<file path="src/rtl/stack_ctrl_fsm_if.sv">
// Control bus between the stack-machine controller and its datapath/top level.
// The controller takes the master side; the datapath (or bench) takes the slave side.
interface stack_ctrl_fsm_if;
    logic       start;
    logic       stop;
    logic [2:0] OPC;
    logic       busy;
    logic [7:0] instCount;
    logic       IorD;
    logic       memRead;
    logic       memWrite;
    logic       IRWrite;
    logic       SrcA;
    logic       SrcB;
    logic       LdA;
    logic       LdB;
    logic       PCWrite;
    logic       PCSrc;
    logic       tos;
    logic       Push;
    logic       Pop;
    logic       PCWriteCond;
    logic       MtoS;
    logic [1:0] AluOP;

    modport master (
        input  start, stop, OPC,
        output busy, instCount,
        output IorD, memRead, memWrite, IRWrite, SrcA, SrcB, LdA, LdB,
        output PCWrite, PCSrc, tos, Push, Pop, PCWriteCond, MtoS, AluOP
    );

    modport slave (
        output start, stop, OPC,
        input  busy, instCount,
        input  IorD, memRead, memWrite, IRWrite, SrcA, SrcB, LdA, LdB,
        input  PCWrite, PCSrc, tos, Push, Pop, PCWriteCond, MtoS, AluOP
    );
endinterface

</file>
<file path="src/rtl/stack_ctrl_fsm.sv">
// Moore multicycle controller for the 8-bit stack-machine datapath: fetch, decode
// and execute sequencing, start/stop run handshake and a retired-instruction counter.
module stack_ctrl_fsm (
    input  logic            clk,
    input  logic            rst,
    stack_ctrl_fsm_if.master bus
);

    typedef enum logic [3:0] {
        S_IDLE, S_IF, S_ID, S_POPA, S_POPB, S_EXE, S_WB,
        S_MRD, S_PWB, S_SPOP, S_MWR, S_JMP, S_JZT, S_JZB
    } state_t;

    state_t     state;
    state_t     state_nxt;
    logic       retire;
    logic [7:0] inst_count;

    // NOTE: state registers use non-blocking assignments so every flop samples
    // pre-edge values; blocking here would create order-dependent races.
    always_ff @(posedge clk or negedge rst) begin
        if (!rst) begin
            state      <= S_IDLE;
            inst_count <= 8'd0;
        end else begin
            state <= state_nxt;
            if (retire)
                inst_count <= inst_count + 8'd1;
        end
    end

    // NOTE: every output of this block gets a default first, so no path through
    // the case statement can leave a signal unassigned and infer a latch.
    always_comb begin
        state_nxt       = state;
        retire          = 1'b0;
        bus.IorD        = 1'b0;
        bus.memRead     = 1'b0;
        bus.memWrite    = 1'b0;
        bus.IRWrite     = 1'b0;
        bus.SrcA        = 1'b0;
        bus.SrcB        = 1'b0;
        bus.LdA         = 1'b0;
        bus.LdB         = 1'b0;
        bus.PCWrite     = 1'b0;
        bus.PCSrc       = 1'b0;
        bus.tos         = 1'b0;
        bus.Push        = 1'b0;
        bus.Pop         = 1'b0;
        bus.PCWriteCond = 1'b0;
        bus.MtoS        = 1'b0;
        bus.AluOP       = 2'b00;

        case (state)
            S_IDLE: begin
                if (bus.start)
                    state_nxt = S_IF;
            end
            S_IF: begin
                // PC + 1 via the ALU while the instruction lands in IR
                bus.memRead = 1'b1;
                bus.IRWrite = 1'b1;
                bus.SrcA    = 1'b1;
                bus.SrcB    = 1'b1;
                bus.PCWrite = 1'b1;
                state_nxt   = S_ID;
            end
            S_ID: begin
                case (bus.OPC)
                    3'b100:  state_nxt = S_MRD;
                    3'b101:  state_nxt = S_SPOP;
                    3'b110:  state_nxt = S_JMP;
                    3'b111:  state_nxt = S_JZT;
                    default: state_nxt = S_POPA;
                endcase
            end
            S_POPA: begin
                bus.Pop   = 1'b1;
                bus.LdA   = 1'b1;
                // NOT is unary, so it needs only one operand off the stack
                state_nxt = (bus.OPC == 3'b011) ? S_EXE : S_POPB;
            end
            S_POPB: begin
                bus.Pop   = 1'b1;
                bus.LdB   = 1'b1;
                state_nxt = S_EXE;
            end
            S_EXE: begin
                bus.AluOP = bus.OPC[1:0];
                state_nxt = S_WB;
            end
            S_WB: begin
                bus.Push = 1'b1;
                retire   = 1'b1;
            end
            S_MRD: begin
                bus.IorD    = 1'b1;
                bus.memRead = 1'b1;
                state_nxt   = S_PWB;
            end
            S_PWB: begin
                bus.Push = 1'b1;
                bus.MtoS = 1'b1;
                retire   = 1'b1;
            end
            S_SPOP: begin
                bus.Pop   = 1'b1;
                bus.LdA   = 1'b1;
                state_nxt = S_MWR;
            end
            S_MWR: begin
                bus.IorD     = 1'b1;
                bus.memWrite = 1'b1;
                retire       = 1'b1;
            end
            S_JMP: begin
                bus.PCSrc   = 1'b1;
                bus.PCWrite = 1'b1;
                retire      = 1'b1;
            end
            S_JZT: begin
                // Expose top of stack without popping so Z captures it this edge
                bus.tos   = 1'b1;
                state_nxt = S_JZB;
            end
            S_JZB: begin
                bus.PCSrc       = 1'b1;
                bus.PCWriteCond = 1'b1;
                retire          = 1'b1;
            end
            default: state_nxt = S_IDLE;
        endcase

        if (retire)
            state_nxt = bus.stop ? S_IDLE : S_IF;
    end

    assign bus.busy      = (state != S_IDLE);
    assign bus.instCount = inst_count;

endmodule

</file>
<file path="src/flat_wrapper.sv">
// flat-port wrapper written by rule: the top's interface ports become plain ports
module stack_ctrl_fsm_flat 
  (clk, rst, bus_start, bus_stop, bus_OPC, bus_busy, bus_instCount, bus_IorD, bus_memRead, bus_memWrite, bus_IRWrite, bus_SrcA, bus_SrcB, bus_LdA, bus_LdB, bus_PCWrite, bus_PCSrc, bus_tos, bus_Push, bus_Pop, bus_PCWriteCond, bus_MtoS, bus_AluOP);
  stack_ctrl_fsm_if bus_i ();
  input  logic clk;
  input  logic rst;
  input wire logic [$bits(bus_i.start)-1:0] bus_start;
  input wire logic [$bits(bus_i.stop)-1:0] bus_stop;
  input wire logic [$bits(bus_i.OPC)-1:0] bus_OPC;
  output wire logic [$bits(bus_i.busy)-1:0] bus_busy;
  output wire logic [$bits(bus_i.instCount)-1:0] bus_instCount;
  output wire logic [$bits(bus_i.IorD)-1:0] bus_IorD;
  output wire logic [$bits(bus_i.memRead)-1:0] bus_memRead;
  output wire logic [$bits(bus_i.memWrite)-1:0] bus_memWrite;
  output wire logic [$bits(bus_i.IRWrite)-1:0] bus_IRWrite;
  output wire logic [$bits(bus_i.SrcA)-1:0] bus_SrcA;
  output wire logic [$bits(bus_i.SrcB)-1:0] bus_SrcB;
  output wire logic [$bits(bus_i.LdA)-1:0] bus_LdA;
  output wire logic [$bits(bus_i.LdB)-1:0] bus_LdB;
  output wire logic [$bits(bus_i.PCWrite)-1:0] bus_PCWrite;
  output wire logic [$bits(bus_i.PCSrc)-1:0] bus_PCSrc;
  output wire logic [$bits(bus_i.tos)-1:0] bus_tos;
  output wire logic [$bits(bus_i.Push)-1:0] bus_Push;
  output wire logic [$bits(bus_i.Pop)-1:0] bus_Pop;
  output wire logic [$bits(bus_i.PCWriteCond)-1:0] bus_PCWriteCond;
  output wire logic [$bits(bus_i.MtoS)-1:0] bus_MtoS;
  output wire logic [$bits(bus_i.AluOP)-1:0] bus_AluOP;
  assign bus_i.start = bus_start;
  assign bus_i.stop = bus_stop;
  assign bus_i.OPC = bus_OPC;
  assign bus_busy = bus_i.busy;
  assign bus_instCount = bus_i.instCount;
  assign bus_IorD = bus_i.IorD;
  assign bus_memRead = bus_i.memRead;
  assign bus_memWrite = bus_i.memWrite;
  assign bus_IRWrite = bus_i.IRWrite;
  assign bus_SrcA = bus_i.SrcA;
  assign bus_SrcB = bus_i.SrcB;
  assign bus_LdA = bus_i.LdA;
  assign bus_LdB = bus_i.LdB;
  assign bus_PCWrite = bus_i.PCWrite;
  assign bus_PCSrc = bus_i.PCSrc;
  assign bus_tos = bus_i.tos;
  assign bus_Push = bus_i.Push;
  assign bus_Pop = bus_i.Pop;
  assign bus_PCWriteCond = bus_i.PCWriteCond;
  assign bus_MtoS = bus_i.MtoS;
  assign bus_AluOP = bus_i.AluOP;
  stack_ctrl_fsm u_core (.clk(clk), .rst(rst), .bus(bus_i));
endmodule
</file>
<file path="config.mk">
export PLATFORM = sky130hd
export DESIGN_NAME = stack_ctrl_fsm_flat
export DESIGN_NICKNAME = d
export VERILOG_FILES = /design/src/rtl/stack_ctrl_fsm_if.sv /design/src/rtl/stack_ctrl_fsm.sv /design/src/flat_wrapper.sv
export SDC_FILE = /design/constraint.sdc
export NUM_CORES = 1
export LEC_CHECK = 0
export CORE_MARGIN = 1.5
export CORE_UTILIZATION = 41
export CTS_BUF_LIST = sky130_fd_sc_hd__clkbuf_8
export CTS_CLUSTER_DIAMETER = 100
export CTS_CLUSTER_SIZE = 28
export DETAILED_ROUTE_END_ITERATION = 16
export GPL_ROUTABILITY_DRIVEN = 0
export PLACE_DENSITY = 0.72
export SYNTH_ARGS = -nofsm -noshare
export SYNTH_HDL_FRONTEND = slang
export SYNTH_SLANG_ARGS = --single-unit
</file>
<file path="constraint.sdc">
create_clock -name clk -period 2 [get_ports clk]
set_input_delay 0.2 -clock clk [delete_from_list [all_inputs] [get_ports clk]]
set_output_delay 0.2 -clock clk [all_outputs]
set_load 0.02 [all_outputs]
</file>
==> impl_metrics.py <==
metrics = {
    "cts": {
        "h-tree-depth": 1,
        "cts_tree": "built",
        "post-cts-setup-buffer-count": 0,
        "clock_path_buffers": 2,
        "cts_sinks": 12,
        "ctsRootBufferMaster": "clkbuf_8",
        "clk_pin_slew_ns": 0.05,
        "clk_latency_ns": 0.24,
        "cts_buffers": 3,
    },
    "sta": {
        "worst_pin_slew_ns": 0.5086,
        "setup_viol": 0,
        "fin_crit_ns": 1.900,
        "hold_viol": 0,
        "rsz0062_at_grt": "false",
        "finalClockSkew_ns": 0.004379,
        "fin_crit_sh_pct": 95.02,
        "slew_violations": 0,
        "slew_headroom_pct": 65.98,
        "fmax_ghz": 0.5262,
        "fin_tns_setup_ns": 0,
    },
    "global_routing": {
        "antenna_found_initial": 0,
        "grt_overflow_total": 0,
        "grt_max_degree": 17,
        "grt_pass1_wl_um": 2925,
        "grt_util_all_layers_pct": 18.36,
        "grt_pass1_vias": 649,
    },
    "synth": {
        "yosys-top-cells-count": "dfrtp_1, nor2_1, xor2_1",
        "async_flop_share_pct": 100.0,
        "yosysTopAreaCellShare_pct": 36.20,
        "ys_ff_latch": 12,
        "synth_edf_count": 0,
        "avgSynthCellArea_um2": 9.116,
        "yosysTopAreaCell": "dfrtp_1",
        "synth_nets": 99,
        "synth_area_um2": 829.5,
        "synth_warnings": 0,
        "synthCells": 91,
        "synth_top_cells_by_area": "dfrtp_1, xor2_1, nor3b_1",
        "synth_cell_types": 35,
        "yosysMostFrequentCell": "dfrtp_1",
        "ys_seq_area_share_pct": 36.20,
        "synth_ff_type": "dfrtp_1",
    },
    "power_and_ir_drop": {
        "vdd_drop_max_mv": 0.9843,
        "leakagePower_uw": 0.0006865,
        "p_per_area_nw_per_um2": 1576,
    },
    "critical_path": {
        "critical_path.top_delay_family": "buffers and inverters",
        "worstSetupEndpointType": "output pin",
        "critPathMaxStageDelay_ns": 0.54,
        "cp_max_fo": 9,
        "crit_arrival_ns": 1.70,
        "critical_path_buf_inv_count": 2,
        "crit_slowest_cell": "clkdlybuf4s50_1",
        "criticalPathCategory": "reg2out",
        "crit_chain": "buf_4 -> nor2_1 -> nand2_1 -> clkdlybuf4s50_1",
        "start_kind": "flop",
        "crit_required_ns": 1.80,
    },
    "worst_hold_path": {
        "hold_path_class": "in2async",
    },
    "run": {
        "cap_violations": 0,
    },
    "place": {
        "portBuffers": 32,
        "dp_hpwl_um": 1396,
    },
    "layout": {
        "fin_nets": 133,
        "drive_gt1_share_pct": 14.52,
        "postLayoutCoreUtil_pct": 64.05,
        "area_growth_pct": 49.92,
        "diodes": 0,
    },
    "outcome": {
        "status": "complete, no violations",
    },
    "detailed_routing": {
        "drtIter0Drc": 9,
        "wl_um": 1827,
        "viasPerCell": 5.000,
        "route.vias.total": 755,
        "drtPass1Iterations": 4,
        "ant_nets": 0,
        "drc_errors": 0,
        "wire_per_inst_um": 12.10,
    },
    "floorplanning": {
        "core_area_um2": 1942,
        "rows": 16,
        "die_h_um": 47.98,
        "die_w_um": 47.98,
        "initial_core_util_pct": 42.72,
        "floorplan.die_area_um2": 2302,
        "num_io_pins": 33,
    },
}
## where the power goes
part           leakage [uW]  total [uW]  internal, uW  switching, uW
Sequential         0.000151         498           340            158
Clock             0.0000288         258           174           84.8
Combinational      0.000507        1200           572            632
## final timing paths
check / from / depth (start not counted) / endpoint / slack (ns)
worst max-delay path: u_core.state[3]$_DFFE_PN0P_ / 4 / bus_busy / 0.1
worst min-delay path: rst / 1 / u_core.bus.instCount[2]$_DFFE_PN0N_ / 0.30
worst max register to register: u_core.state[3]$_DFFE_PN0P_ / 4 / u_core.bus.instCount[1]$_DFFE_PN0N_ / 0.21
worst min register to register: u_core.bus.instCount[7]$_DFFE_PN0N_ / 1 / u_core.bus.instCount[7]$_DFFE_PN0N_ / 0.47
max in group asynchronous: rst / 1 / u_core.state[1]$_DFFE_PN0P_ / 1.32
min in group clk: u_core.bus.instCount[7]$_DFFE_PN0N_ / 1 / u_core.bus.instCount[7]$_DFFE_PN0N_ / 0.47
## stage by stage
stage	power (uW)	hold slack (ns)	instances	cell area [um2]	setup WS (ns)
2_1_floorplan	1270	-0.09559	91	829.5	0.1043
3_3_place_gp	1733	0.4548	147	1177	0.1575
3_5_place_dp	1754	0.4652	147	1177	0.1161
4_1_cts	1981	0.3244	151	1225	0.01503
5_1_grt	2123	0.3570	151	1244	0.006767
6_report	1960	0.3017	151	1244	0.09970
## routing by layer
layer  vias up  GRT usage [%]  share of wire, %
met4         0          3.243              0.33
met2        22          25.33                45
met1       346          28.31                51
met3         2          5.660               4.2
met5         -              0                 0
li1        385              -                 -
## kinds of logic (layout without fill, tap and decap cells)
kind of cell,Yosys count,after routing,synth area share [%]
fa+ha+maj,1,1,1.508
xor+xnor,9,9,9.503
simple gates,46,46,33.03
compound gates,12,12,11.46
mux,2,2,2.564
flops,12,12,36.20
buf+inv,9,42,5.731
## flip-flops by register name, indices dropped and copies added, names as in the netlist
signal / cells
u_core.bus.instCount: 8
u_core.state: 4
## cell usage in the layout, fill, tap and decap left out, drive strengths merged, types with 3 or more instances in the layout
cell type / netlist / routed
nor3: 4 / 4
nor2: 8 / 8
and2: 4 / 4
nand2b: 3 / 3
buf: 5 / 5
xor2: 7 / 7
and3: 5 / 5
dfrtp: 12 / 12
clkdlybuf4s50: 0 / 17
clkbuf: 3 / 4
nor3b: 5 / 5
dlymetal6s2s: 0 / 7
nand2: 6 / 6
dlygate4sd2: 0 / 8
## repair_timing
item                                    4_1_cts  5_1_grt
endpoints found under the setup margin       10        9
hold buffers                                  0        0
gates resized for setup                      10        8
## cell type report
| type | count | area (um2) |
|---|---|---|
| clock buffers | 4 | 55.05 |
| fillers | 187 | 698.2 |
| multi-input cells | 70 | 481.7 |
| repair buffers | 37 | 365.4 |
| flip-flops and latches | 12 | 304.0 |
| inverters | 1 | 3.754 |
| well taps | 27 | 33.78 |
No activity file was read; power rests on OpenSTA's default activity.
